$ cat config.mk
export PLATFORM = sky130hd
export DESIGN_NAME = fir_seq_ctrl
export DESIGN_NICKNAME = d
export VERILOG_FILES = /design/src/rtl/fir_seq_ctrl.sv
export SDC_FILE = /design/constraint.sdc
export NUM_CORES = 1
export LEC_CHECK = 0
export CAP_MARGIN = 5
export CORE_UTILIZATION = 40
export DETAILED_ROUTE_END_ITERATION = 16
export GPL_ROUTABILITY_DRIVEN = 1
export PLACE_DENSITY_LB_ADDON = 0.05
export SLEW_MARGIN = 0
export SYNTH_ARGS = -nofsm -noshare
export SYNTH_HDL_FRONTEND = slang
export SYNTH_SLANG_ARGS = --single-unit
$ cat constraint.sdc
create_clock -name clk -period 3.41 [get_ports clk]
set_input_delay 0.341 -clock clk [delete_from_list [all_inputs] [get_ports clk]]
set_output_delay 0.341 -clock clk [all_outputs]
set_load 0.01 [all_outputs]
$ cat src/rtl/fir_seq_ctrl.sv
// Sample sequencer between an ADC source, a fixed-latency FIR and a downstream sink.
// Keeps one sample in flight, drops warm-up results and ends bursts on count or stop.
module fir_seq_ctrl #(
  parameter int unsigned WARMUP  = 3,
  parameter int unsigned TIMEOUT = 8
) (
  input  logic        clk,
  input  logic        rst_n,
  input  logic        start,
  input  logic        stop,
  input  logic [7:0]  burst_len,
  input  logic        adc_valid,
  input  logic [15:0] adc_data,
  output logic        adc_ready,
  output logic        fir_enable,
  output logic [15:0] fir_data_in,
  input  logic [17:0] fir_data_out,
  input  logic        fir_done,
  output logic        out_valid,
  output logic [17:0] out_data,
  input  logic        out_ready,
  output logic        busy,
  output logic        err_timeout,
  output logic [7:0]  out_cnt
);

  localparam int unsigned WW = (WARMUP < 1) ? 1 : $clog2(WARMUP + 1);
  localparam int unsigned TW = (TIMEOUT < 2) ? 1 : $clog2(TIMEOUT);
  localparam logic [WW-1:0] WARMUP_W = WW'(WARMUP);
  localparam logic [TW-1:0] TMO_LAST = TW'(TIMEOUT - 1);

  typedef enum logic [2:0] {
    ST_IDLE  = 3'd0,
    ST_FETCH = 3'd1,
    ST_ISSUE = 3'd2,
    ST_WAIT  = 3'd3,
    ST_OUT   = 3'd4
  } state_e;

  state_e        state_q, state_d;
  logic [7:0]    burst_q, burst_d;
  logic [7:0]    cnt_q, cnt_d;
  logic [WW-1:0] warm_q, warm_d;
  logic [TW-1:0] tmo_q, tmo_d;
  logic          err_q, err_d;
  logic [15:0]   sample_q, sample_d;
  logic [17:0]   result_q, result_d;
  logic [7:0]    cnt_inc;
  logic          burst_end;

  assign cnt_inc   = cnt_q + 8'd1;
  assign burst_end = (burst_q != 8'd0) && (cnt_inc == burst_q);

  always_comb begin
    state_d  = state_q;
    burst_d  = burst_q;
    cnt_d    = cnt_q;
    warm_d   = warm_q;
    tmo_d    = tmo_q;
    err_d    = err_q;
    sample_d = sample_q;
    result_d = result_q;
    case (state_q)
      ST_IDLE: begin
        if (start) begin
          state_d = ST_FETCH;
          burst_d = burst_len;
          cnt_d   = '0;
          warm_d  = '0;
          err_d   = 1'b0;
        end
      end
      ST_FETCH: begin
        if (adc_valid) begin
          sample_d = adc_data;
          state_d  = ST_ISSUE;
        end else if (stop) begin
          state_d = ST_IDLE;
        end
      end
      ST_ISSUE: begin
        tmo_d   = '0;
        state_d = ST_WAIT;
      end
      ST_WAIT: begin
        tmo_d = tmo_q + 1'b1;
        // A result that lands on the last allowed cycle still wins over the timeout.
        if (fir_done) begin
          result_d = fir_data_out;
          if (warm_q < WARMUP_W) begin
            warm_d  = warm_q + 1'b1;
            state_d = stop ? ST_IDLE : ST_FETCH;
          end else begin
            state_d = ST_OUT;
          end
        end else if (tmo_q == TMO_LAST) begin
          err_d   = 1'b1;
          state_d = ST_IDLE;
        end
      end
      ST_OUT: begin
        if (out_ready) begin
          cnt_d   = cnt_inc;
          state_d = (burst_end || stop) ? ST_IDLE : ST_FETCH;
        end
      end
      default: state_d = ST_IDLE;
    endcase
  end

  always_ff @(posedge clk or negedge rst_n) begin
    if (!rst_n) begin
      state_q  <= ST_IDLE;
      burst_q  <= '0;
      cnt_q    <= '0;
      warm_q   <= '0;
      tmo_q    <= '0;
      err_q    <= 1'b0;
      sample_q <= '0;
      result_q <= '0;
    end else begin
      state_q  <= state_d;
      burst_q  <= burst_d;
      cnt_q    <= cnt_d;
      warm_q   <= warm_d;
      tmo_q    <= tmo_d;
      err_q    <= err_d;
      sample_q <= sample_d;
      result_q <= result_d;
    end
  end

  assign adc_ready   = (state_q == ST_FETCH);
  assign fir_enable  = (state_q == ST_ISSUE);
  assign out_valid   = (state_q == ST_OUT);
  assign busy        = (state_q != ST_IDLE);
  assign fir_data_in = sample_q;
  assign out_data    = result_q;
  assign err_timeout = err_q;
  assign out_cnt     = cnt_q;

endmodule
==> key figures, run 1 <==
Layout
  • Area growth syn-to-layout: 43.4%
  • Layout Utilization: 61.0%
  • Post-route cell area: 3960 µm²
  • Fin cells: 428
  • Total Nets Final: between 300 and 400
  • Antenna diodes: 0
  • Layout cells sized above 1: 8.26%
  • Filler cells: ~560

Drt
  • Top Layer Used: met4
  • Via density: slightly above 5
  • DR WL met2: 2770 µm
  • Total number of vias: ~2200
  • DRT Wirelength: a little over 6000 µm
  • Iter 0 DRT Violations: a little under 70
  • Number of iterations in the first detailed-routing pass: 5
  • Met1 Wirelength: 2790 µm
  • DRC Markers: 0
  • Met3 wire length: about 480 µm
  • Drt wl/cell: 14.2 µm
  • Final ANT Viol Nets: 0

Clock network
  • Postcts setup bufs: 0
  • CTS tree: built
  • CTS Buf Count: 9
  • CTS Sinks: slightly below 60
  • Post-cts sizing count: 0
  • Clock Pin Slew Worst Setup and Hold Paths: 70 ps
  • Clock Root Buffer: clkbuf_8
  • Hold buffers post-CTS: 0
  • Clock latency on the worst-skew pair: 340 ps
  • Htree depth: 3
  • CTS max path bufs: 2

Yosys
  • Top-count cell post-synth: dfrtp_1
  • Sequential share of the synthesized area: 53.5%
  • Yosys top cell area share: between 50% and 60%
  • Synth cell count leaders: dfrtp_1, nand2_1, mux2_1, o21ai_0, nor2_1
  • Area leader, netlist: dfrtp_1
  • Unique masters post-synth: 45
  • Synthesized cell area: 2760 µm²
  • Post-synth EDFFs: 0
  • Yosys reg bits: 59
  • Gate Count Post-Synth: approximately 250
  • Ys async rst share: 100%
  • Top cells by area, synth: dfrtp_1, mux2_1, nand2_1
  • Syn Nets: ~300
  • Syn Area/Cell: 11.1 µm²
  • Yosys Warn Count: 0
  • Synth Flop Type: dfrtp_1

Timing
  • Endpoints failing hold: 0
  • Max Clk Rate: 0.442 GHz
  • Setup TNS: 0 ps
  • Skew final: 7.55 ps
  • Worst hold slack: 117 ps
  • RSZ-0062 raised after global routing: no
  • Min cycle time layout: 2260 ps
  • Max-slew violation count: 0
  • Setup ws final: 1150 ps
  • Normalized max-slew margin: 34.4%
  • Worst-margin pin slew: 981 ps
  • Final period util: 66.3%
  • Final setup fails: 0

Worst setup path
  • Critical Path Max Stage Delay: 710 ps
  • Crit path DAT: 2480 ps
  • Crit path depth: 3
  • Critical-path maximum fanout: 20
  • Worst setup startpoint: state_q[1]
  • Worst setup path end: out_data[17]
  • Worst EP required: 3630 ps
  • Delay-heaviest family, CP: simple AND/OR/NAND/NOR gates
  • R2r setup slk: 1150 ps
  • Setup Crit Path Kind: register to register
  • CP cell instances: and2b_1, nand3_1, mux2_1
  • Crit-path slowest cell: nand3_1
  • Capturing point of the worst reg2reg path: out_data[17]
  • Worst R2R Start: state_q[1]
  • Cells on worst reg2reg path: 3
  • Crit start category: register
  • Crit path capture type: register
  • Critical path buffers and inverters: 0

Min path
  • HP Class: input pin to asynchronous set/reset pin

Placement
  • PortBufs: 95
  • Dpl cells: a little over 400
  • Post-DP Area: 3750 µm²
  • Post-DP HPWL: between 4000 and 5000 µm
  • GP Congestion: roughly 0.76
  • Pre-CTS setup slack: 980 ps

Die
  • Die area: between 7000 and 8000 µm²
  • IO Count: 96
  • Die width: 85.1 µm
  • Initial Util: a little over two fifths
  • Core area: 6490 µm²
  • Rows: 29
  • Die Y: 85.1 µm

Outcome
  • Status: completed

Power and ir drop
  • Pwr dens: 783 nW/µm²
  • Design Power: between 3 and 4 mW
  • P_leak: 1.70 nW
  • Peak supply drop: ~460 µV

GRT
  • GRT Residual Overflow: 0
  • Largest net degree at the start of global routing: 40
  • Vias in the first global route: 2133
  • Gr usage total: 18.3%
  • Global-route wire length before repair: 10200 µm
  • Antenna violations before repair: 0

Job
  • Max-cap violations: 0
worst register-to-register path: cells and delay by family, from the launching register on:
family           cells  cell delay, ps
AND/OR/NAND/NOR      2             980
multiplexers         1             600
flip-flops           1             560
flip-flops by register name, summed over array words and instances (netlist names):
name and flops:
warm_q 2, fir_data_in 16, err_timeout 1, burst_q 8, out_data 18, state_q 3
tmo_q 3, out_cnt 8
placed cells by master (no fill, tap or decap), types with 5 or more instances in the layout:
cell             Yosys  final
mux2_1              31     31
and2_1               8      8
o21ai_0             14     14
clkbuf_8             0     12
clkdlybuf4s50_1      0     94
nand3_1              7      7
dfrtp_1             59     59
nor2_1              11     11
a21oi_1              9      9
nand2_1             40     40
o21ai_1              5      5
power breakdown:
group,switching (mW),leakage (nW),internal [mW]
clock network,0.281,0.108,0.395
registers,0.215,0.730,0.991
logic,0.495,0.861,0.725
worst min-delay path by stage:
stage,endpoint
floorplan,burst_q[0]
global placement,tmo_q[1]
detailed placement,fir_data_in[4]
CTS,out_cnt[3]
global route,fir_data_in[4]
finish,fir_data_in[4]
layer usage:
layer | GRT usage (%) | vias up
li1 | - | 1063
met1 | 23.2 | 1038
met2 | 29.0 | 70
met3 | 7.59 | 7
met4 | 5.08 | 0
met5 | 0 | -
cells by family after synthesis:
kind of cell / Yosys count / synth area share [%]
DFF: 59 / 53.5
xor gates and xnor gates: 5 / 1.59
muxes: 35 / 14.2
and+or+nand+nor: 93 / 17.5
adders and majority gates: 4 / 1.81
AOI/OAI and AO/OA: 39 / 8.56
buffers and inverters: 14 / 2.85
cell type report:
type / count / area (µm²) / area share [%]
flip-flops and latches: 59 / 1480 / 37.3
multi-input cells: 176 / 1210 / 30.5
repair buffers: 96 / 953 / 24.1
clock buffers: 12 / 165 / 4.17
well taps: 77 / 96.3 / 2.43
clock inverters: 4 / 47.5 / 1.20
inverters: 4 / 15.0 / 0.379
Power figures use the tool's default switching activity.
==> inputs of run 2 (changes only) <==
clock period = 2.3 ns   (was 3.41 ns; I/O delays follow)
==> run 2 against run 1 <==
Against the previous run:
- combinational power rose by 49%
- critical path depth did not move
- die area did not move
- sequential cell count did not move
- clock skew fell by 1.4 ps
- clock power rose by 33%
- worst setup slack got worse by 970 ps
- non-clock buffer count rose by 3
- final area rose by 0.16%
- via count rose by 0.37%
- global-route usage rose by 0.26 points
- critical endpoint is now fir_enable
==> key figures, run 2 (synthesized netlist as in run 1, its figures left out) <==
Outcome
  • Status: completed

GRT
  • Global-route wire length before repair: 10400 µm (+1.9%)
  • Largest net degree at the start of global routing: 36 (-10%)
  • Antenna violations before repair: 0 (unchanged)
  • GRT Residual Overflow: 0 (unchanged)
  • Vias in the first global route: 2190 (+2.7%)
  • Gr usage total: 18.6% (+0.26 points)

Placement
  • Post-DP HPWL: 4390 µm (+1.2%)
  • Pre-CTS setup slack: 460 ps (-520 ps)
  • Dpl cells: 414 (+0.49%)
  • Post-DP Area: 3770 µm² (+0.73%)
  • GP Congestion: 0.819 (+8.4%)
  • PortBufs: 95 (unchanged)

Timing
  • Worst-margin pin slew: 595 ps (-385 ps)
  • RSZ-0062 raised after global routing: no
  • Final period util: between 90 and 100%
  • Skew final: 6.20 ps (-1.35 ps)
  • Setup ws final: 184 ps (-966 ps)
  • Final setup fails: 0 (unchanged)
  • Setup TNS: 0 ps (unchanged)
  • Worst hold slack: 431 ps (+314 ps)
  • Endpoints failing hold: 0 (unchanged)
  • Max-slew violation count: 0 (unchanged)
  • Max Clk Rate: 0.473 GHz
  • Normalized max-slew margin: 60.3% (+26 points)
  • Min cycle time layout: about 2100 ps

Worst setup path
  • Worst R2R Start: state_q[0]
  • Setup Crit Path Kind: register to output pin
  • Crit path DAT: 1890 ps (-590 ps)
  • Critical-path maximum fanout: 12 (-40%)
  • Delay-heaviest family, CP: flip-flops
  • Worst EP required: 2070 ps (-1560 ps)
  • Critical Path Max Stage Delay: 600 ps (-110 ps)
  • Crit start category: register
  • Crit path capture type: output pin
  • CP cell instances: or2b_1, nor2_1, clkdlybuf4s50_1
  • Worst setup startpoint: state_q[1]
  • Critical path buffers and inverters: 1 (+1)
  • Crit-path slowest cell: dfrtp_1

Clock network
  • Htree depth: 3 (unchanged)
  • CTS tree: built
  • Hold buffers post-CTS: 1 (+1)
  • Clock latency on the worst-skew pair: 330 ps (about the same)
  • Clock Pin Slew Worst Setup and Hold Paths: 60 ps (about the same)
  • Clock Root Buffer: clkbuf_8
  • Postcts setup bufs: 0 (unchanged)
  • CTS Sinks: 59 (unchanged)
  • Post-cts sizing count: 0 (unchanged)
  • CTS Buf Count: 9 (unchanged)
  • CTS max path bufs: 2 (unchanged)

Die
  • IO Count: 96 (unchanged)
  • Initial Util: 42.5% (unchanged)
  • Core area: 6490 µm² (unchanged)
  • Die area: 7240 µm² (unchanged)
  • Die width: 85.1 µm (unchanged)
  • Rows: 29 (unchanged)
  • Die Y: 85.1 µm (unchanged)

Layout
  • Most frequent cells in the layout: clkdlybuf4s50_1, dfrtp_1, nand2_1
  • Post-route cell area: 3970 µm² (+0.16%)
  • Commonest non-fill, non-tap cell in the layout: clkdlybuf4s50_1
  • Largest register FFs: 18 (unchanged)
  • Antenna diodes: 0 (unchanged)
  • Layout cells sized above 1: 7.95% (-0.31 points)
  • Area growth syn-to-layout: 43.6%
  • Fin cells: 429 (+0.23%)
  • Layout Utilization: 61.1% (+0.096 points)
  • Filler cells: 548 (-2.0%)
  • Total Nets Final: 402 (+0.75%)

Drt
  • Iter 0 DRT Violations: 44 (-36%)
  • Total number of vias: 2186 (+0.37%)
  • DRC Markers: 0 (unchanged)
  • Final ANT Viol Nets: 0 (unchanged)
  • Via density: 5.10 (+0.13%)
  • DRT Wirelength: 6210 µm (+2.1%)
  • Number of iterations in the first detailed-routing pass: 4 (-1)
  • Drt wl/cell: 14.5 µm (+1.8%)

Power and ir drop
  • P_leak: 1.70 nW (+0.29%)
  • Design Power: 4.51 mW (+46%)
  • Pwr dens: 1140 nW/µm² (+45%)
  • Peak supply drop: 598 µV (+30%)

Min path
  • HP Class: input pin to asynchronous set/reset pin

Job
  • Max-cap violations: 0 (unchanged)
-- run 2: changes by cell type in the layout (fill, tap and decap cells not counted), sizes merged --
cell         change
clkbuf           -1
dlygate4sd3      +1
buf              +2
clkinvlp         -1
-- run 2: cell type report --
class	count	area, µm²	share of cell area, %
inverters	4	15.0	0.379
well taps	77	96.3	2.43
multi-input cells	176	1210	30.4
flip-flops and latches	59	1480	37.2
repair buffers	99	991	25.0
clock buffers	11	141	3.56
clock inverters	3	40.0	1.01
-- run 2: power by group --
group | internal, mW | leakage [nW] | switching, mW | total (mW)
clock | 0.514 | 0.0950 | 0.387 | 0.901
combinational | 1.09 | 0.880 | 0.732 | 1.82
sequential | 1.47 | 0.730 | 0.324 | 1.79
total | 3.07 | 1.70 | 1.44 | 4.51
-- run 2: worst reg2reg max path: cells and delay by family, from the launching register on --
family,cells,cell delay (ps)
and+or+nand+nor,3,890
DFF,1,580
AOI/OAI and AO/OA,2,230
-- run 2: layer usage --
metal | part of all wire (%) | track usage [%] | vias up
met5 | 0 | 0 | -
met4 | 1.3 | 6.47 | 0
met3 | 7.5 | 7.88 | 7
met2 | 45 | 27.9 | 74
met1 | 46 | 24.1 | 1035
li1 | - | - | 1070
-- run 2: path summary, 6_finish.rpt --
path | end | slack [ps] | depth (start not counted)
min in group clk | burst_q[3] | 430 | 3
min | fir_data_in[6] | 430 | 2
max | fir_enable | 180 | 3
max reg2reg | out_cnt[2] | 460 | 5
min reg2reg | fir_data_in[4] | 480 | 1
max in group asynchronous | out_data[4] | 1270 | 3
==> inputs of run 3 (changes only) <==
ABC_CLOCK_PERIOD_IN_PS = 2300   (was not set)
==> results of run 3 <==
The final DEF is identical to that of run 2; final timing and power are the same.
